==> src/rtl/instruction_fetch.sv <==
`default_nettype none
// ============================================================================
// Module      : instruction_fetch
// Description : Two-state instruction fetch unit. Requests a word at pc,
//               holds it for decode until accepted, then advances pc to the
//               sequential, branch or jump target.
// Ports       : clk, reset            - clock, synchronous active-high reset
//               memAddress/memRequest - instruction memory request (addr = pc)
//               memReady/memData      - memory response
//               instruction/instructionValid/instructionAccept - decode handshake
//               jumpEnable/jumpTarget - jump redirect (sampled on accept)
//               branchEnable/isZero/branchOffset - conditional branch (on accept)
//               pc, fetchCount        - current pc, accepted-instruction count
// Revision    : 1.0 - initial release
// ============================================================================
module instruction_fetch #(
    parameter logic [31:0] RESET_PC = 32'h0000_0000
) (
    input  logic        clk,
    input  logic        reset,
    output logic [31:0] memAddress,
    output logic        memRequest,
    input  logic        memReady,
    input  logic [31:0] memData,
    output logic [31:0] instruction,
    output logic        instructionValid,
    input  logic        instructionAccept,
    input  logic        jumpEnable,
    input  logic [25:0] jumpTarget,
    input  logic        branchEnable,
    input  logic        isZero,
    input  logic [31:0] branchOffset,
    output logic [31:0] pc,
    output logic [31:0] fetchCount
);

    typedef enum logic [0:0] {
        FETCH = 1'b0,
        HOLD  = 1'b1
    } state_t;

    state_t      state_q, state_d;
    logic [31:0] pc_q, pc_d;
    logic [31:0] instr_q, instr_d;
    logic [31:0] count_q, count_d;

    logic [31:0] pc_plus4;
    logic [31:0] next_pc;

    // Target selection; all sums wrap modulo 2^32 by width truncation.
    always_comb begin
        pc_plus4 = pc_q + 32'd4;
        next_pc  = pc_plus4;
        if (jumpEnable) begin
            next_pc = {pc_plus4[31:28], jumpTarget, 2'b00};
        end else if (branchEnable && isZero) begin
            next_pc = pc_plus4 + {branchOffset[29:0], 2'b00};
        end
    end

    // Next-state: memory response only matters in FETCH, decode handshake
    // and redirect controls only matter in HOLD.
    always_comb begin
        state_d = state_q;
        pc_d    = pc_q;
        instr_d = instr_q;
        count_d = count_q;
        case (state_q)
            FETCH: begin
                if (memReady) begin
                    instr_d = memData;
                    state_d = HOLD;
                end
            end
            HOLD: begin
                if (instructionAccept) begin
                    pc_d    = next_pc;
                    count_d = count_q + 32'd1;
                    state_d = FETCH;
                end
            end
            default: begin
                state_d = FETCH;
            end
        endcase
    end

    // Reset takes precedence, so a memReady coincident with reset is dropped.
    always_ff @(posedge clk) begin
        if (reset) begin
            state_q <= FETCH;
            pc_q    <= RESET_PC;
            instr_q <= 32'h0;
            count_q <= 32'h0;
        end else begin
            state_q <= state_d;
            pc_q    <= pc_d;
            instr_q <= instr_d;
            count_q <= count_d;
        end
    end

    assign memRequest       = (state_q == FETCH);
    assign instructionValid = (state_q == HOLD);
    assign memAddress       = pc_q;
    assign pc               = pc_q;
    assign instruction      = instr_q;
    assign fetchCount       = count_q;

endmodule
`default_nettype wire
==> config.mk <==
export PLATFORM = sky130hd
export DESIGN_NAME = instruction_fetch
export DESIGN_NICKNAME = d
export VERILOG_FILES = /design/src/rtl/instruction_fetch.sv
export SDC_FILE = /design/constraint.sdc
export NUM_CORES = 1
export LEC_CHECK = 0
export ABC_AREA = 1
export CAP_MARGIN = 0
export CORE_ASPECT_RATIO = 0.8
export CORE_UTILIZATION = 49
export DETAILED_ROUTE_END_ITERATION = 10
export GPL_ROUTABILITY_DRIVEN = 0
export PLACE_DENSITY_LB_ADDON = 0.3
export SYNTH_ARGS = -nofsm -noshare
export SYNTH_HDL_FRONTEND = slang
export SYNTH_SLANG_ARGS = --single-unit
==> constraint.sdc <==
create_clock -name clk -period 3.9 [get_ports clk]
set_clock_uncertainty 0.2 [all_clocks]
set_input_delay 0.78 -clock clk [delete_from_list [all_inputs] [get_ports clk]]
set_output_delay 0.78 -clock clk [all_outputs]
set_load 0.02 [all_outputs]
After elaboration in Yosys (flattened, before gate mapping):

Cells that the tools add are included.

* register bits: 97
* output and inout bits: 130

* bitwise operators: 1
* add/subtract/negate cells: 3
* muxes and demuxes: 5
* reductions and logical operators: 3

Operators by type and width (count)
* 32-bit two-way mux: 2
* 32-bit by 1-bit adder with 32-bit output (second input constant): 1
* 32-bit by 3-bit adder with 32-bit output (second input constant): 1
* 32-bit adder: 1
* 2-bit AND reduction: 2
* 1-bit two-way mux: 2
* 1-bit one-hot mux with 2 select lines: 1
* 1-bit logical AND: 1
* 1-bit NOT: 1

Longest topological paths before layout:

* depth after elaboration: 4
* gate-level depth with buffers: 25
* mapped depth without buffers: 25

Least setup slack after synthesis:

No wires, ideal clock.

* path type: reg2reg
* start: register pc_q[3], in the netlist memAddress[3]
* end: register pc_q[27], in the netlist memAddress[27]
* setup time: 0.112 ns
* path buffers: 0
* stages on the path, launching flop included: 21
* required time: 3.588 ns
* arrival time: 2.701 ns
* slack: 0.886 ns
* cell sequence: dfxtp_1 ha_1 inv_1 nor2_1 nand2_1 nor2_2 xor2_1 inv_1 ha_1 nand2_1 inv_1 nand2_1 nand2_1 a21oi_1 nor2_1 nor2_1 nand3_1 nand3_1 nand2_1 nand2_1 nand2_1

* longest elaborated chain between the ends: 4

RTL lines
* start, declared: line 43 `logic [31:0] pc_q, pc_d;`
* start signal, assigned: line 97 `pc_q <= pc_d;`
* 32-bit by 3-bit adder with 32-bit output *: line 52 `pc_plus4 = pc_q + 32'd4;`
* 32-bit adder: line 57 `next_pc = pc_plus4 + {branchOffset[29:0], 2'b00};`
* 32-bit two-way mux *: line 56 `end else if (branchEnable && isZero) begin`
* 32-bit two-way mux *: line 54 `if (jumpEnable) begin`

Mark *: on every way between the ends. The rest lies on a longest branch, timed or not.
A chain may end at the register's enable or synchronous reset.

Worst setup path after layout:

* start: register pc_q[8], in the netlist memAddress[8]
* end: register pc_q[27], in the netlist memAddress[27]

Same word-level chain as after synthesis.

==> results <==
[cells in the mapped netlist (3+ instances only)]
| library cell | n |
|---|---|
| nand3b_1 | 9 |
| clkbuf_1 | 27 |
| o21ai_0 | 62 |
| dfxtp_1 | 95 |
| and2_1 | 4 |
| nand2_4 | 3 |
| nand4_1 | 15 |
| xor2_1 | 31 |
| a21o_1 | 3 |
| nor3b_1 | 4 |
| nor2_1 | 209 |
| nand2_1 | 398 |
| ha_1 | 38 |
| nor4_1 | 3 |
| nand3_1 | 82 |
| inv_1 | 151 |
| o221ai_1 | 3 |
| nor2_4 | 8 |
| nor3_1 | 19 |
| a21oi_1 | 43 |
| nor2_2 | 6 |
| or2_2 | 5 |
| buf_4 | 34 |
| xnor2_1 | 6 |
| nand2_2 | 5 |
| o21bai_1 | 6 |
[worst max-delay path by stage]
stage,depth (start not counted),startpoint,to,slack [ns]
3_3_place_gp,13,branchOffset[0],memAddress[30]$_SDFFE_PP0P_,0.49
2_1_floorplan,20,memAddress[3]$_SDFFE_PP0P_,memAddress[27]$_SDFFE_PP0P_,0.89
4_1_cts,15,memAddress[2]$_SDFFE_PP0P_,memAddress[12]$_SDFFE_PP0P_,0.42
3_5_place_dp,13,branchOffset[0],memAddress[22]$_SDFFE_PP0P_,0.45
6_report,19,memAddress[8]$_SDFFE_PP0P_,memAddress[27]$_SDFFE_PP0P_,0.24
5_1_grt,17,memAddress[2]$_SDFFE_PP0P_,memAddress[16]$_SDFFE_PP0P_,0.09
[power breakdown]
part           internal (mW)  leakage, nW  switching (mW)
combinational          0.301         3.80           0.383
clock                  0.512        0.155           0.416
sequential              1.01        0.775          0.0409
total                   1.83         4.73           0.840
[per-stage QoR]
step | worst slack, ns | area [um^2] | cells
after floorplan | 0.886 | 7690 | 1295
after detailed placement | 0.447 | 9890 | 1676
after CTS | 0.424 | 10200 | 1692
after global routing | 0.0874 | 10200 | 1692
after global placement | 0.494 | 9890 | 1676
final | 0.244 | 10200 | 1692
[flip-flops by register name, summed over array words and instances (netlist names)]
signal and count:
fetchCount 32, instruction 32, instructionValid 1, memAddress 30
[logic make-up (layout without fill, tap and decap cells)]
family | count (synthesis) | count (layout) | synth area share
AO/OA/AOI/OAI | 126 | 126 | 0.0892
XOR/XNOR | 37 | 37 | 0.0422
adder cells (fa/ha/maj) | 39 | 39 | 0.0646
buffers and inverters | 217 | 404 | 0.123
flip-flops | 95 | 95 | 0.248
other | 1 | 4 | 0.000489
AND/OR/NAND/NOR | 777 | 777 | 0.433
[layout make-up]
cell class | instances | area (um^2) | share of cell area
multi-input combinational | 983 | 4840 | 0.474
timing repair buffer | 234 | 2310 | 0.226
sequential | 95 | 1900 | 0.186
inverter | 154 | 581 | 0.0569
tap | 210 | 263 | 0.0257
clock buffer | 9 | 225 | 0.0221
clock inverter | 7 | 88.8 | 0.00870
[cell usage in the layout, fill, tap and decap left out, drive strengths merged, types with 2 or more instances in the layout]
master and instances:
o21ai 64, conb 4, dfxtp 95, nor3 21, clkdlybuf4s50 220, o221ai 3, o21bai 6, inv 156
ha 38, xor2 31, nand3 84, nor4 3, nand4 16, and2 4, or2 5, a21oi 43
nand3b 9, o22ai 2, clkbuf 9, nor3b 5, xnor2 6, a21o 3, nor2 223, nand2 406
clkinv 4, buf 14
[worst max-delay path, stage by stage (launching register included)]
cell and delay [ns]:
dfxtp_1 0.51, nand2_1 0.23, nor2_1 0.23, nand2_1 0.20, nor2_2 0.24, xor2_1 0.22
inv_1 0.11, ha_1 0.35, nand2_1 0.14, inv_1 0.07, nand2_1 0.07, nand2_1 0.09
a21oi_1 0.28, nor2_1 0.08, nor2_1 0.18, nand3_1 0.10, nand3_1 0.09, nand2_1 0.07
nand2_1 0.06, nand2_1 0.04
[metal layers]
layer	wire, um	track usage	share of wire	up-vias
li1	-	-	-	4398
met3	2440	0.0626	0.098	41
met4	539	0.0796	0.022	0
met5	0	0	0	-
met2	10800	0.499	0.43	437
met1	11100	0.418	0.45	3976
==> implementation parameters <==
Parameter                              Value

Synth
  Synthesized area per cell ... 5.94 um^2
  Warnings from Yosys ... 0
  Cell area after synthesis ... 7670 um^2
  Seq/Total Area, Yosys ... 0.248
  Number of enable-type register cells in the synthesized netlist ... 0
  Area share of the largest cell type after synthesis ... 0.248
  Most frequently used flop master after synthesis ... dfxtp_1
  Post-synthesis register bit count ... 95
  Cell count after synthesis ... 1,292
  Library cell occupying the most area in the post-synthesis netlist ... dfxtp_1
  Fraction of synthesis flops using an asynchronous set or reset pin ... 0
  Distinct cell type count of the synthesized netlist ... 45
  Cell types with the largest area share after synthesis ... dfxtp_1, nand2_1, nor2_1, inv_1, ha_1

Floorplan
  Die area ... 16,200 um^2
  Floorplan Core Area ... 15,200 um^2
  Die X ... 142 um
  Chip height ... 114 um
  # rows ... 40
  Ports ... 227
  Initial standard-cell utilization of the core ... 0.506

CTS
  Post-CTS clock slew at the launch and capture registers of the worst setup and hold paths ... 0.07 ns
  CTS H-Tree Depth ... 3
  Cell chosen for the clock root ... clkbuf_16
  Count of hold-fix buffers inserted at cts ... 0
  TritonCTS Buffers ... 9
  Post-CTS sizing ... 0
  Number of buffers inserted by post-CTS setup repair ... 0
  # clock sinks ... 95
  TritonCTS clock tree ... built
  Clk buf depth ... 2
  Later-pin clock latency in the skew report ... 0.35 ns

Power
  Power per Cell Area ... 261 nW/um^2
  Total leakage power ... 4.73 nW
  Tot Pwr ... 2.67 mW
  Peak VDD IR ... 287 uV

Layout
  Number of filler instances in the final layout ... 1,389
  Layout area overhead ... 33.0%
  Utilization after layout ... 0.673
  Final net count ... 1,613
  Share of layout cells above drive strength 1 ... 0.0459
  Antenna Diode Count ... 0

Critical path
  Worst r2r src ... memAddress[8]$_SDFFE_PP0P_
  Launching element type of the critical path ... flop
  Depth of the worst register-to-register path ... 19
  Required time at the endpoint of the critical path ... 3.94 ns
  Critical Path End Type ... flop
  Data arrival time of the worst path ... 3.69 ns
  R2R Path End ... memAddress[27]$_SDFFE_PP0P_
  Worst R2R Setup Slack ... 0.24 ns
  Maximum net fanout on the critical path ... 6
  Critical Setup Path Class ... flop to flop

STA
  Worst Max-Slew Pin Slew ... 0.987 ns
  Final worst path period need ... 3.66 ns
  Total count of hold-check failures in the final report ... 0
  Final period utilization ... 0.937
  Number of setup violations in the final report ... 0
  Post-route worst hold slack ... 0.293 ns
  Relative slew slack ... 0.341
  Pins Over Slew Limit ... 0
  Achievable Freq ... 0.274 GHz
  Unrepaired setup endpoints after global routing ... false
  TNS Setup ... 0 ns

Route
  Mean routed wirelength per cell ... 14.7 um
  Initial DRC Count ... 948
  Count of antenna-violating nets left after detailed routing ... 0
  Number of vias after detailed routing ... 8,852
  DRC violations left ... 0
  Via density per instance ... 5.23
  TritonRoute pass-1 iters ... 5
  Total wire length ... 24,900 um

GRT
  Largest net degree at the start of global routing ... 38
  Antenna violations before repair ... 0
  Via count of the first global-routing pass ... 7,923
  First-pass GRT wire length ... 39,300 um
  GRT Resource Usage Total ... 0.308
  GRT Residual Overflow ... 0

Min path
  Worst hold path type ... flop to flop
  Hold_sp ... fetchCount[5]$_SDFFE_PP0P_
  Hold Crit Endpoint ... fetchCount[5]$_SDFFE_PP0P_
  Number of cells on the worst hold path ... 2

Placed design
  Total of buffers placed on input and output ports ... 220
  Placed wire-length estimate after detailed placement ... 19,700 um

Status
  Run status ... finished clean

Run
  Max_cap viols ... 0
No activity file was read; power rests on OpenSTA's default activity.
